==> src/rtl/gobang_pkg.sv <==
// Shared definitions for the gobang board datapath: board geometry, point
// encodings and the row reader's state type.
package gobang_pkg;

    localparam int BOARD_DIM = 16;
    localparam int POINT_W   = 2;
    localparam int COORD_W   = 4;
    localparam int ROW_W     = BOARD_DIM * POINT_W;

    // Index of the last point in a row and of the last row on the board.
    localparam logic [COORD_W-1:0] LAST_IDX = COORD_W'(BOARD_DIM - 1);

    typedef logic [POINT_W-1:0] point_t;

    // 2'b11 is reserved; it is passed through untouched wherever it appears.
    localparam point_t POINT_EMPTY = 2'b00;
    localparam point_t POINT_BLACK = 2'b01;
    localparam point_t POINT_WHITE = 2'b10;

    typedef enum logic [1:0] {
        RD_IDLE,
        RD_LOAD,
        RD_STREAM,
        RD_DONE
    } rd_state_e;

    // True when the point holds any stone (or the reserved code).
    function automatic logic is_stone(input point_t p);
        return p != POINT_EMPTY;
    endfunction

endpackage

==> src/rtl/row_shift_buffer.sv <==
// One-row snapshot register: parallel load from the board memory, then
// shifts one point per advance so the current point always sits at the head.
module row_shift_buffer
    import gobang_pkg::*;
(
    input  logic             clock,
    input  logic             reset,
    input  logic             load_i,
    input  logic [ROW_W-1:0] row_i,
    input  logic             shift_i,
    output point_t           head_o
);

    logic [ROW_W-1:0] buf_q;
    logic [ROW_W-1:0] buf_d;

    // Next row contents: load wins over shift; zeros fill in from the top.
    always_comb begin
        // NOTE: assign a default first so every path writes buf_d and no latch is inferred.
        buf_d = buf_q;
        if (load_i) begin
            buf_d = row_i;
        end else if (shift_i) begin
            buf_d = {{POINT_W{1'b0}}, buf_q[ROW_W-1:POINT_W]};
        end
    end

    // Snapshot register.
    always_ff @(posedge clock or negedge reset) begin
        // NOTE: this is a 32-bit register, not a RAM macro, so it is cheap to
        // reset and doing so keeps point_out at a defined 0 out of reset.
        if (!reset) begin
            buf_q <= '0;
        end else begin
            // NOTE: non-blocking so every register updates from pre-edge values.
            buf_q <= buf_d;
        end
    end

    assign head_o = buf_q[POINT_W-1:0];

endmodule

==> src/rtl/board_row_reader.sv <==
// Read-side sequencer for the board point memory. Selects a row, snapshots
// it, and streams its points out one per valid/ready handshake with their
// (x, y) coordinates; either one row or all rows per start.
// Build option: define BOARD_ROW_READER_SKIP_EMPTY_EN to suppress empty
// points from the stream (the reader still steps through them, one per cycle).
module board_row_reader
    import gobang_pkg::*;
(
    input  logic               clock,
    input  logic               reset,
    input  logic               start,
    input  logic               full_board,
    input  logic [COORD_W-1:0] x_in,
    input  logic               abort,
    output logic [COORD_W-1:0] row_sel,
    input  logic [ROW_W-1:0]   row_data,
    output logic [POINT_W-1:0] point_out,
    output logic [COORD_W-1:0] x_out,
    output logic [COORD_W-1:0] y_out,
    output logic               point_valid,
    input  logic               point_ready,
    output logic               busy,
    output logic               done
);

    rd_state_e          state_q, state_d;
    logic               mode_full_q, mode_full_d;
    logic [COORD_W-1:0] row_sel_q, row_sel_d;
    logic [COORD_W-1:0] y_q, y_d;

    logic   load_buf;
    logic   shift_buf;
    point_t head;
    logic   present;
    logic   advance;

    row_shift_buffer u_buf (
        .clock   (clock),
        .reset   (reset),
        .load_i  (load_buf),
        .row_i   (row_data),
        .shift_i (shift_buf),
        .head_o  (head)
    );

`ifdef BOARD_ROW_READER_SKIP_EMPTY_EN
    // Empty points are stepped over without a handshake.
    assign present = is_stone(head);
    assign advance = !present || point_ready;
`else
    assign present = 1'b1;
    assign advance = point_ready;
`endif

    // Next-state and counter logic; abort overrides every transition.
    always_comb begin
        state_d     = state_q;
        mode_full_d = mode_full_q;
        row_sel_d   = row_sel_q;
        y_d         = y_q;
        load_buf    = 1'b0;
        shift_buf   = 1'b0;

        case (state_q)
            RD_IDLE: begin
                if (start && !abort) begin
                    mode_full_d = full_board;
                    row_sel_d   = full_board ? '0 : x_in;
                    state_d     = RD_LOAD;
                end
            end
            RD_LOAD: begin
                if (abort) begin
                    state_d = RD_IDLE;
                end else begin
                    // row_sel has been stable for a full cycle, so row_data is settled.
                    load_buf = 1'b1;
                    y_d      = '0;
                    state_d  = RD_STREAM;
                end
            end
            RD_STREAM: begin
                if (abort) begin
                    state_d = RD_IDLE;
                end else if (advance) begin
                    shift_buf = 1'b1;
                    if (y_q == LAST_IDX) begin
                        // y holds at the last index; it is cleared again in LOAD.
                        if (mode_full_q && row_sel_q != LAST_IDX) begin
                            row_sel_d = row_sel_q + 1'b1;
                            state_d   = RD_LOAD;
                        end else begin
                            state_d = RD_DONE;
                        end
                    end else begin
                        y_d = y_q + 1'b1;
                    end
                end
            end
            RD_DONE: begin
                state_d = RD_IDLE;
            end
            default: begin
                state_d = RD_IDLE;
            end
        endcase
    end

    // State, mode and coordinate registers.
    always_ff @(posedge clock or negedge reset) begin
        if (!reset) begin
            state_q     <= RD_IDLE;
            mode_full_q <= 1'b0;
            row_sel_q   <= '0;
            y_q         <= '0;
        end else begin
            state_q     <= state_d;
            mode_full_q <= mode_full_d;
            row_sel_q   <= row_sel_d;
            y_q         <= y_d;
        end
    end

    assign row_sel     = row_sel_q;
    assign x_out       = row_sel_q;
    assign y_out       = y_q;
    assign point_out   = head;
    assign point_valid = (state_q == RD_STREAM) && present;
    assign busy        = (state_q != RD_IDLE);
    assign done        = (state_q == RD_DONE);

endmodule

==> config.mk <==
export PLATFORM = sky130hd
export DESIGN_NAME = board_row_reader
export DESIGN_NICKNAME = d
export VERILOG_FILES = /design/src/rtl/gobang_pkg.sv /design/src/rtl/row_shift_buffer.sv /design/src/rtl/board_row_reader.sv
export SDC_FILE = /design/constraint.sdc
export NUM_CORES = 1
export LEC_CHECK = 0
export CAP_MARGIN = 25
export CORE_MARGIN = 2
export CORE_UTILIZATION = 40
export CTS_BUF_LIST = sky130_fd_sc_hd__clkbuf_8
export CTS_CLUSTER_DIAMETER = 40
export CTS_CLUSTER_SIZE = 16
export DETAILED_ROUTE_END_ITERATION = 16
export HOLD_SLACK_MARGIN = 0.05
export PLACE_DENSITY = 0.71
export SYNTH_ARGS = -nofsm -noshare
export SYNTH_HDL_FRONTEND = slang
export SYNTH_HIERARCHICAL = 1
export SYNTH_SLANG_ARGS = --single-unit
==> constraint.sdc <==
create_clock -name clock -period 3 [get_ports clock]
set_input_delay 0.6 -clock clock [delete_from_list [all_inputs] [get_ports clock]]
set_output_delay 0.6 -clock clock [all_outputs]
set_load 0.1 [all_outputs]
# After elaboration in Yosys (flattened, before gate mapping)
# Cells that the tools add are included.
word_totals:
  inputBits: 42
  output_inout_bits: 17
  ff_bits: 43
  wordCells: 59
op_classes:
  n_addsub: 2
  n_reduce_logical: 12
  n_eq_ne: 14
  muxes: 26
op_table:
  columns: ["op", "count"]
  rows:
  - ["2-to-1 mux 32 bit", 2]
  - ["2-to-1 mux 4 bit", 10]
  - ["case mux 4 bit (2 select lines)", 2]
  - ["2-to-1 mux 2 bit", 6]
  - ["adder 4 x 1 -> 4 bit, second input constant", 2]
  - ["!= test 2 bit, second input constant", 4]
  - ["case mux 2 bit (4 select lines)", 1]
  - ["nonzero test 2 bit", 4]
  - ["!= test 2 x 1 -> 1 bit, second input constant", 3]
  - ["!= test 3 x 2 -> 1 bit, second input constant", 2]
  - ["AND reduction 6 bit", 1]
  - ["2-to-1 mux 1 bit", 5]
  - ["AND reduction 5 bit", 1]
  - ["equality test 2 bit, second input constant", 2]
  - ["equality test 4 bit, second input constant", 1]
  - ["!= test 4 bit, second input constant", 1]
  - ["AND reduction 3 bit", 1]
  - ["equality test 2 x 1 -> 1 bit, second input constant", 1]
  - ["logical AND 1 bit", 2]
  - ["zero test 2 bit", 1]
  - ["AND reduction 2 bit", 1]
  - ["zero test 1 bit", 1]

# Logic depth before layout (Yosys ltp)
depth:
  ltp_word: 7
  ltp_mapped: 7
  depth_no_buf: 6

# Cells and area by module
# The synthesis kept the hierarchy.
modules_own_cells:
  columns: ["mod", "cells_each", "seq_area_each_um2", "area_each_um2", "n_inst"]
  rows:
  - ["row_shift_buffer", 140, 800.8, 1520.2, 1]
  - ["board_row_reader", 76, 275.3, 678.2, 1]

# Worst setup path before layout
# Ideal clock, no wire load.
synth_timing:
  path_kind: "reg2reg"
  startpoint: "reg y_q[0] (netlist: y_out[0])"
  endpoint: "reg row_sel_q[0] (netlist: row_sel[0])"
  path_slack_ns: 0.909
  t_arrival_ns: 2.007
  path_buffers: 0
  required_time_ns: 2.916
  stages_incl_launch_ff: 6
  synth_period_minus_slack_ns: 2.091
  setup_ns: 0.084
  path_cell_list: "dfrtp_1 > ha_1 > and4_1 > nand4_1 > and2_4 > o22ai_1"
synth_between:
  elab_chain_len: 3
synth_rtl:
  columns: ["item", "line", "text"]
  rows:
  - ["start, declared", "board_row_reader.sv:29", "logic [COORD_W-1:0] y_q, y_d;"]
  - ["start signal, assigned", "board_row_reader.sv:120", "y_q <= y_d;"]
  - ["equality test 4 bit", "board_row_reader.sv:87", "if (y_q == LAST_IDX) begin"]
  - ["!= test 2 x 1 -> 1 bit (no line)", null, null]
  - ["AND reduction 6 bit (no line)", null, null]
  - ["end signal, assigned", "board_row_reader.sv:119", "row_sel_q <= row_sel_d;"]
  - ["end, declared", "board_row_reader.sv:28", "logic [COORD_W-1:0] row_sel_q, row_sel_d;"]
# Every way passes these cells.
# A chain may end at the register's enable or synchronous reset.

# Worst setup path after layout
layout_timing:
  startpoint: "in abort"
  endpoint: "reg u_buf.buf_q[7]"
layout_between:
  elab_chain_len: 3
  word_cells_on_any_way: 6
  classes_between: "5 x mux; 1 x reduce/logical"
layout_rtl:
  columns: ["item", "line", "text"]
  rows:
  - ["start, declared", "board_row_reader.sv:14", "input logic abort,"]
  - ["2-to-1 mux 1 bit", "board_row_reader.sv:83", "if (abort) begin"]
  - ["2-to-1 mux 1 bit", "board_row_reader.sv:64", "case (state_q)"]
  - ["named net shift_buf", "board_row_reader.sv:32", "logic shift_buf;"]
  - ["nonzero test 2 bit (no line)", null, null]
  - ["end signal, assigned", "row_shift_buffer.sv:36", "buf_q <= buf_d;"]
  - ["end, declared", "row_shift_buffer.sv:14", "logic [ROW_W-1:0] buf_q;"]
# The timed path passes the listed nets, and every way through them passes these cells.

==> results.sh <==
export IMPL_netlist_top_cells_area="sky130_fd_sc_hd__dfrtp_1 (49%), sky130_fd_sc_hd__mux2i_1 (14%), sky130_fd_sc_hd__o21ai_1 (7.1%)"
export IMPL_cts_resized=0
export IMPL_mappedNetlistNets=260
export IMPL_tritoncts_sink_count=43
export IMPL_first_iter_violations=94
export IMPL_floorplan_die_width_um=78.1
export IMPL_leading_cell_type_in_the_layout_fill_and_taps_excluded="sky130_fd_sc_hd__dfrtp_1"
export IMPL_synth_seq_cells=43
export IMPL_timing_critical_path_fanout_max=16
export IMPL_synth_mux_area_fraction_pct=14.3
export IMPL_timing_rr_start="state_q[1]"
export IMPL_postRouteAntennaNets=0
export IMPL_clk_latency_ns=0.29
export IMPL_avgSynthCellArea_sq_um=10.2
export IMPL_slew_viol_final=0
export IMPL_design_core_area_sq_um=5200
export IMPL_post_route_min_period_ns=2.14
export IMPL_pwr_density_nw_per_um2=644
export IMPL_worst_ep_arrival_time_ns=2.32
export IMPL_drt_pre_antenna_iters=4
export IMPL_synthSimpleGateAreaFrac_pct=13.5
export IMPL_post_drt_wl_per_cell_um=13.1
export IMPL_tightestPinTransition_ns=0.383
export IMPL_num_antenna_cells=0
export IMPL_reg2regPathDepth=6
export IMPL_worst_endpoint_required_ns=3.18
export IMPL_synthDistinctLibCells=38
export IMPL_cts_root_buf="sky130_fd_sc_hd__clkbuf_8"
export IMPL_io_buffer_count=58
export IMPL_layout_common_cells="sky130_fd_sc_hd__dfrtp_1 (43), sky130_fd_sc_hd__clkdlybuf4s50_1 (40), sky130_fd_sc_hd__nand2_1 (36)"
export IMPL_yosys_area_top_type_share_pct=48.9
export IMPL_power_switching_fraction_pct=39.1
export IMPL_reported_leakage_power_nw=1.16
export IMPL_totalPowerFinal_mw=1.82
export IMPL_setup_viol_count_final=0
export IMPL_routabilityCongestion=0.751
export IMPL_slew_limit_headroom_pct=74.4
export IMPL_fraction_of_final_layout_cells_sized_beyond_drive_strength_1_pct=13.8
export IMPL_maxCapViolCount=0
export IMPL_overflow=0
export IMPL_synth_area_sq_um=2200
export IMPL_clkSlewWorstSetupHoldPaths_ns=0.07
export IMPL_period_share_pct=71.4
export IMPL_first_pass_grt_wire_length_um=7660
export IMPL_grt_antenna_before_repair=0
export IMPL_outcome="finished clean"
export IMPL_vdd_ir_drop_max_uv=505
export IMPL_ctsLongestPathBuffers=2
export IMPL_via_per_inst=5.00
export IMPL_synth_largest_area_cell="sky130_fd_sc_hd__dfrtp_1"
export IMPL_area_delta_synth_final_pct=28.2
export IMPL_yosysSeqAreaShare_pct=48.9
export IMPL_hpwlAfterDp_um=3090
export IMPL_synth_cells=216
export IMPL_power_switching_mw=0.710
export IMPL_postCtsHoldBufs=0
export IMPL_die_height_um=78.1
export IMPL_finClkSkew_ns=0.00340
export IMPL_grt_max_degree=69
export IMPL_grt_setup_unrepaired="no"
export IMPL_vias=1689
export IMPL_power_internal_mw=1.11
export IMPL_die_area_sq_um=6110
export IMPL_placement_setup_worst_slack_ns=0.542
export IMPL_setup_tns_ns=0
export IMPL_post_synth_xor_area_fraction_pct=0
export IMPL_synth_top_family_by_area="multiplexers"
export IMPL_final_nets=311
export IMPL_drc_violation_count_after_routing=0
export IMPL_clkPwrFrac_pct=18.7
export IMPL_cp_end_kind="register"
export IMPL_fmaxAchievable_mhz=467
export IMPL_tritoncts_num_buffers=5
export IMPL_setup_ws_ns=0.857
export IMPL_final_routed_wirelength_across_all_metal_layers_um=4410
export IMPL_hold_path_class="in2async"
export IMPL_critical_path_class="in2reg"
export IMPL_report_final_hold_viol_count=0
export IMPL_synth_adder_area_share_pct=1.14
export IMPL_cts_max_level=2
export IMPL_number_of_global_route_vias_before_repair=1647
export IMPL_setup_worst_path_start_class="input pin"
export IMPL_post_cts_buffers=0
export IMPL_tritoncts_clock_tree="yes"
export IMPL_whs_ns=0.104
export IMPL_finish_utilization_pct=54.1
export IMPL_crit_path_start="abort"
export IMPL_top_level_pins=59
export IMPL_groute_usage_overall_pct=15.5
export IMPL_p_comb_share_pct=35.3
export IMPL_floorplan_initialDensity_pct=42.2
export IMPL_share_seq_of_total_power_pct=46.0
export IMPL_synthesis_yosys_warnings=6
export IMPL_synth_compound_gate_area_share_pct=13.8
export IMPL_num_rows=26
## critical path, stage by stage
cell	delay (ns)
sky130_fd_sc_hd__clkdlybuf4s50_1	0.53
sky130_fd_sc_hd__nor3b_2	0.23
sky130_fd_sc_hd__nand2_1	0.12
sky130_fd_sc_hd__inv_2	0.31
sky130_fd_sc_hd__buf_12	0.22
sky130_fd_sc_hd__mux2i_1	0.23
sky130_fd_sc_hd__o21ai_2	0.07
## sequential cells by signal, indices dropped and copies added, names as in the netlist
register	cells
u_buf/buf_q	32
y_out	4
mode_full_q	1
row_sel	4
state_q	2
## metrics by stage
stage                     instances  instance area, sq um
after floorplan                 216                  2200
after global placement          329                  2720
after detailed placement        329                  2720
after CTS                       337                  2800
after global routing            338                  2820
final                           338                  2820
## power by group through the flow
| stage | combinational (mW) | clock, mW | sequential [mW] |
|---|---|---|---|
| floorplan | 0.400 | 0 | 0.927 |
| global placement | 0.629 | 0 | 0.842 |
| detailed placement | 0.644 | 0 | 0.844 |
| CTS | 0.645 | 0.361 | 0.835 |
| global route | 0.690 | 0.383 | 0.859 |
| finish | 0.641 | 0.340 | 0.835 |
## final timing paths
| path | end | slack [ns] |
|---|---|---|
| min | u_buf/buf_q[9] | 0.10 |
| max | u_buf/buf_q[7] | 0.86 |
| max reg2reg | u_buf/buf_q[7] | 1.19 |
| min in group clock | u_buf/buf_q[31] | 0.54 |
| max in group asynchronous | u_buf/buf_q[22] | 2.48 |
| min reg2reg | u_buf/buf_q[31] | 0.54 |
## per-layer routing
layer / GRT usage (%) / vias to the layer above / share of wire, %
li1: - / 846 / -
met1: 21.2 / 785 / 47
met2: 23.8 / 54 / 43
met3: 5.52 / 4 / 8.5
met4: 3.68 / 0 / 1.1
met5: 0 / - / 0
## area by class of cell
cell class | count | area [sq um]
multi-input cells | 148 | 946
clock buffers | 5 | 68.8
flip-flops and latches | 43 | 1080
well taps | 70 | 87.6
clock inverters | 3 | 12.5
repair buffers | 62 | 601
inverters | 7 | 26.3
fillers | 470 | 2390
## cell usage after synthesis, drive strengths merged
cell,number
nand3b,1
nor3b,3
mux2,1
a31oi,1
o22ai,3
a211oi,1
nor3,2
nand3,5
buf,17
and2,2
o21ai,37
a22o,2
dfrtp,43
or3,1
nand2,36
a21oi,4
nand4,1
and4,1
clkbuf,1
ha,2
a32oi,1
nor2,5
a211o,1
a21o,1
or2,1
o211ai,2
nand2b,3
inv,7
nor2b,1
mux2i,30
## cell families (layout without fill, tap and decap cells)
logic type	Yosys count	count (layout)
and+or+nand+nor	62	62
AOI/OAI and AO/OA	53	53
DFF	43	43
muxes	31	31
buffers and inverters	25	77
adders and majority gates	2	2
Note: power is estimated with default switching activity, not from simulation.
==> variant, RTL diff (config.mk and constraints unchanged) <==
The package constant `BOARD_DIM` goes from 16 to 17.
--- a/src/rtl/gobang_pkg.sv
+++ b/src/rtl/gobang_pkg.sv
@@ -2,7 +2,7 @@
 // encodings and the row reader's state type.
 package gobang_pkg;
 
-    localparam int BOARD_DIM = 16;
+    localparam int BOARD_DIM = 17;
     localparam int POINT_W   = 2;
     localparam int COORD_W   = 4;
     localparam int ROW_W     = BOARD_DIM * POINT_W;
Interface: changed (resized row_data); port bits go from 59 to 61. No check against the original RTL was run, so the function may have changed too.
==> variant against the original RTL <==
Sequential cell count increased by 2. Routed wire length grew 4.7%. Die area increased by 4.8%. Area after synthesis grew 5.0%. Design area up 4.5%. Largest cell class unchanged. Setup slack got worse by 0.10 ns. Power up 33%. Highest routed layer unchanged. Fmax fell by 4.5%.
==> variant: results <==
set metrics [dict create \
    status "complete, no violations" \
    grt_pass1_vias 1720 \
    total_leakage_power_nw 1.20 \
    nets 325 \
    vias_per_cell 5.04 \
    synth-adder-area-share_pct 2.17 \
    drt_iter0_drc 114 \
    synthTopCellsByArea "dfrtp_1, mux2i_1, o21ai_1, nand2_1, buf_12" \
    ys_ff_latch 45 \
    fill_cells 539 \
    ys_seq_area_share_pct 48.8 \
    port_buffers 60 \
    synthArstFlopShare_pct 100 \
    synth_mux_area_share_pct 14.9 \
    drt-total-wl_um 4620 \
    worstPathArrival_ns 1.64 \
    post_dp_cell_area_um2 2840 \
    track_usage_pct 15.5 \
    max_slew_margin_pct 56.1 \
    first_pass_iters 4 \
    dp_hpwl_um 3160 \
    skew_ns 0.00372 \
    hp-class "primary input to async pin" \
    synthTopCellsByCount "dfrtp_1, nand2_1, mux2i_1" \
    cp_max_fo 9 \
    globalplace.congestion 0.794 \
    synth_compound_area_share_pct 12.8 \
    final_layout_size_suffix_gt1_share_pct 12.2 \
    grt_pass1_wl_um 7870 \
    largest_reg_flops 34 \
    htreeDepth 2 \
    ir_drop_uv 586 \
    grt_max_degree 70 \
]
variant: final cells by class:
class                   count  area [um^2]  share of cell area [%]
clock inverters             3         11.3                   0.382
multi-input cells         154         1000                    34.1
repair buffers             63          613                    20.8
flip-flops and latches     45         1130                    38.2
clock buffers               5         68.8                    2.34
well taps                  72         90.1                    3.06
inverters                   8         30.0                    1.02
variant: worst paths after layout:
path                       cells after the start       startpoint  slack [ns]         endpoint
min                                            1            reset        0.19         y_out[2]
max reg2reg                                    5         y_out[0]        1.11       row_sel[2]
max                                            3       state_q[1]        0.76      point_valid
min reg2reg                                    1  u_buf/buf_q[33]        0.51  u_buf/buf_q[33]
max in group asynchronous                      2            reset        2.34  u_buf/buf_q[33]
min in group clock                             1  u_buf/buf_q[33]        0.51  u_buf/buf_q[33]
variant: power breakdown:
part	total [mW]	switching, mW	internal, mW
clock	0.338	0.183	0.155
combinational	1.06	0.727	0.333
sequential	1.02	0.173	0.849
total	2.42	1.08	1.34
variant: cell families (layout without fill, tap and decap cells):
logic type / Yosys count / count (layout)
AOI/OAI and AO/OA: 54 / 54
adders and majority gates: 4 / 4
buffers and inverters: 25 / 79
DFF: 45 / 45
muxes: 34 / 34
and+or+nand+nor: 62 / 62
variant: layer usage:
| layer | vias up | part of all wire (%) | track usage [%] |
|---|---|---|---|
| met5 | - | 0 | 0 |
| met1 | 827 | 47 | 21.6 |
| li1 | 882 | - | - |
| met4 | 0 | 1.0 | 4.07 |
| met2 | 50 | 45 | 23.8 |
| met3 | 6 | 7.4 | 4.52 |
variant: critical path, stage by stage, from the launching register on:
cell and delay [ns]:
dfrtp_1 0.50, or2b_1 0.36, inv_2 0.18, buf_4 0.32
variant: per-stage QoR:
stage	utilization (%)	cells	setup WS, ns	total power [mW]
after floorplan	-	224	0.730	1.85
after global placement	51.3	341	0.753	2.06
after detailed placement	51.3	341	0.726	2.09
after CTS	52.8	349	0.746	2.44
after global routing	53.1	350	0.674	2.59
final	53.1	350	0.756	2.42
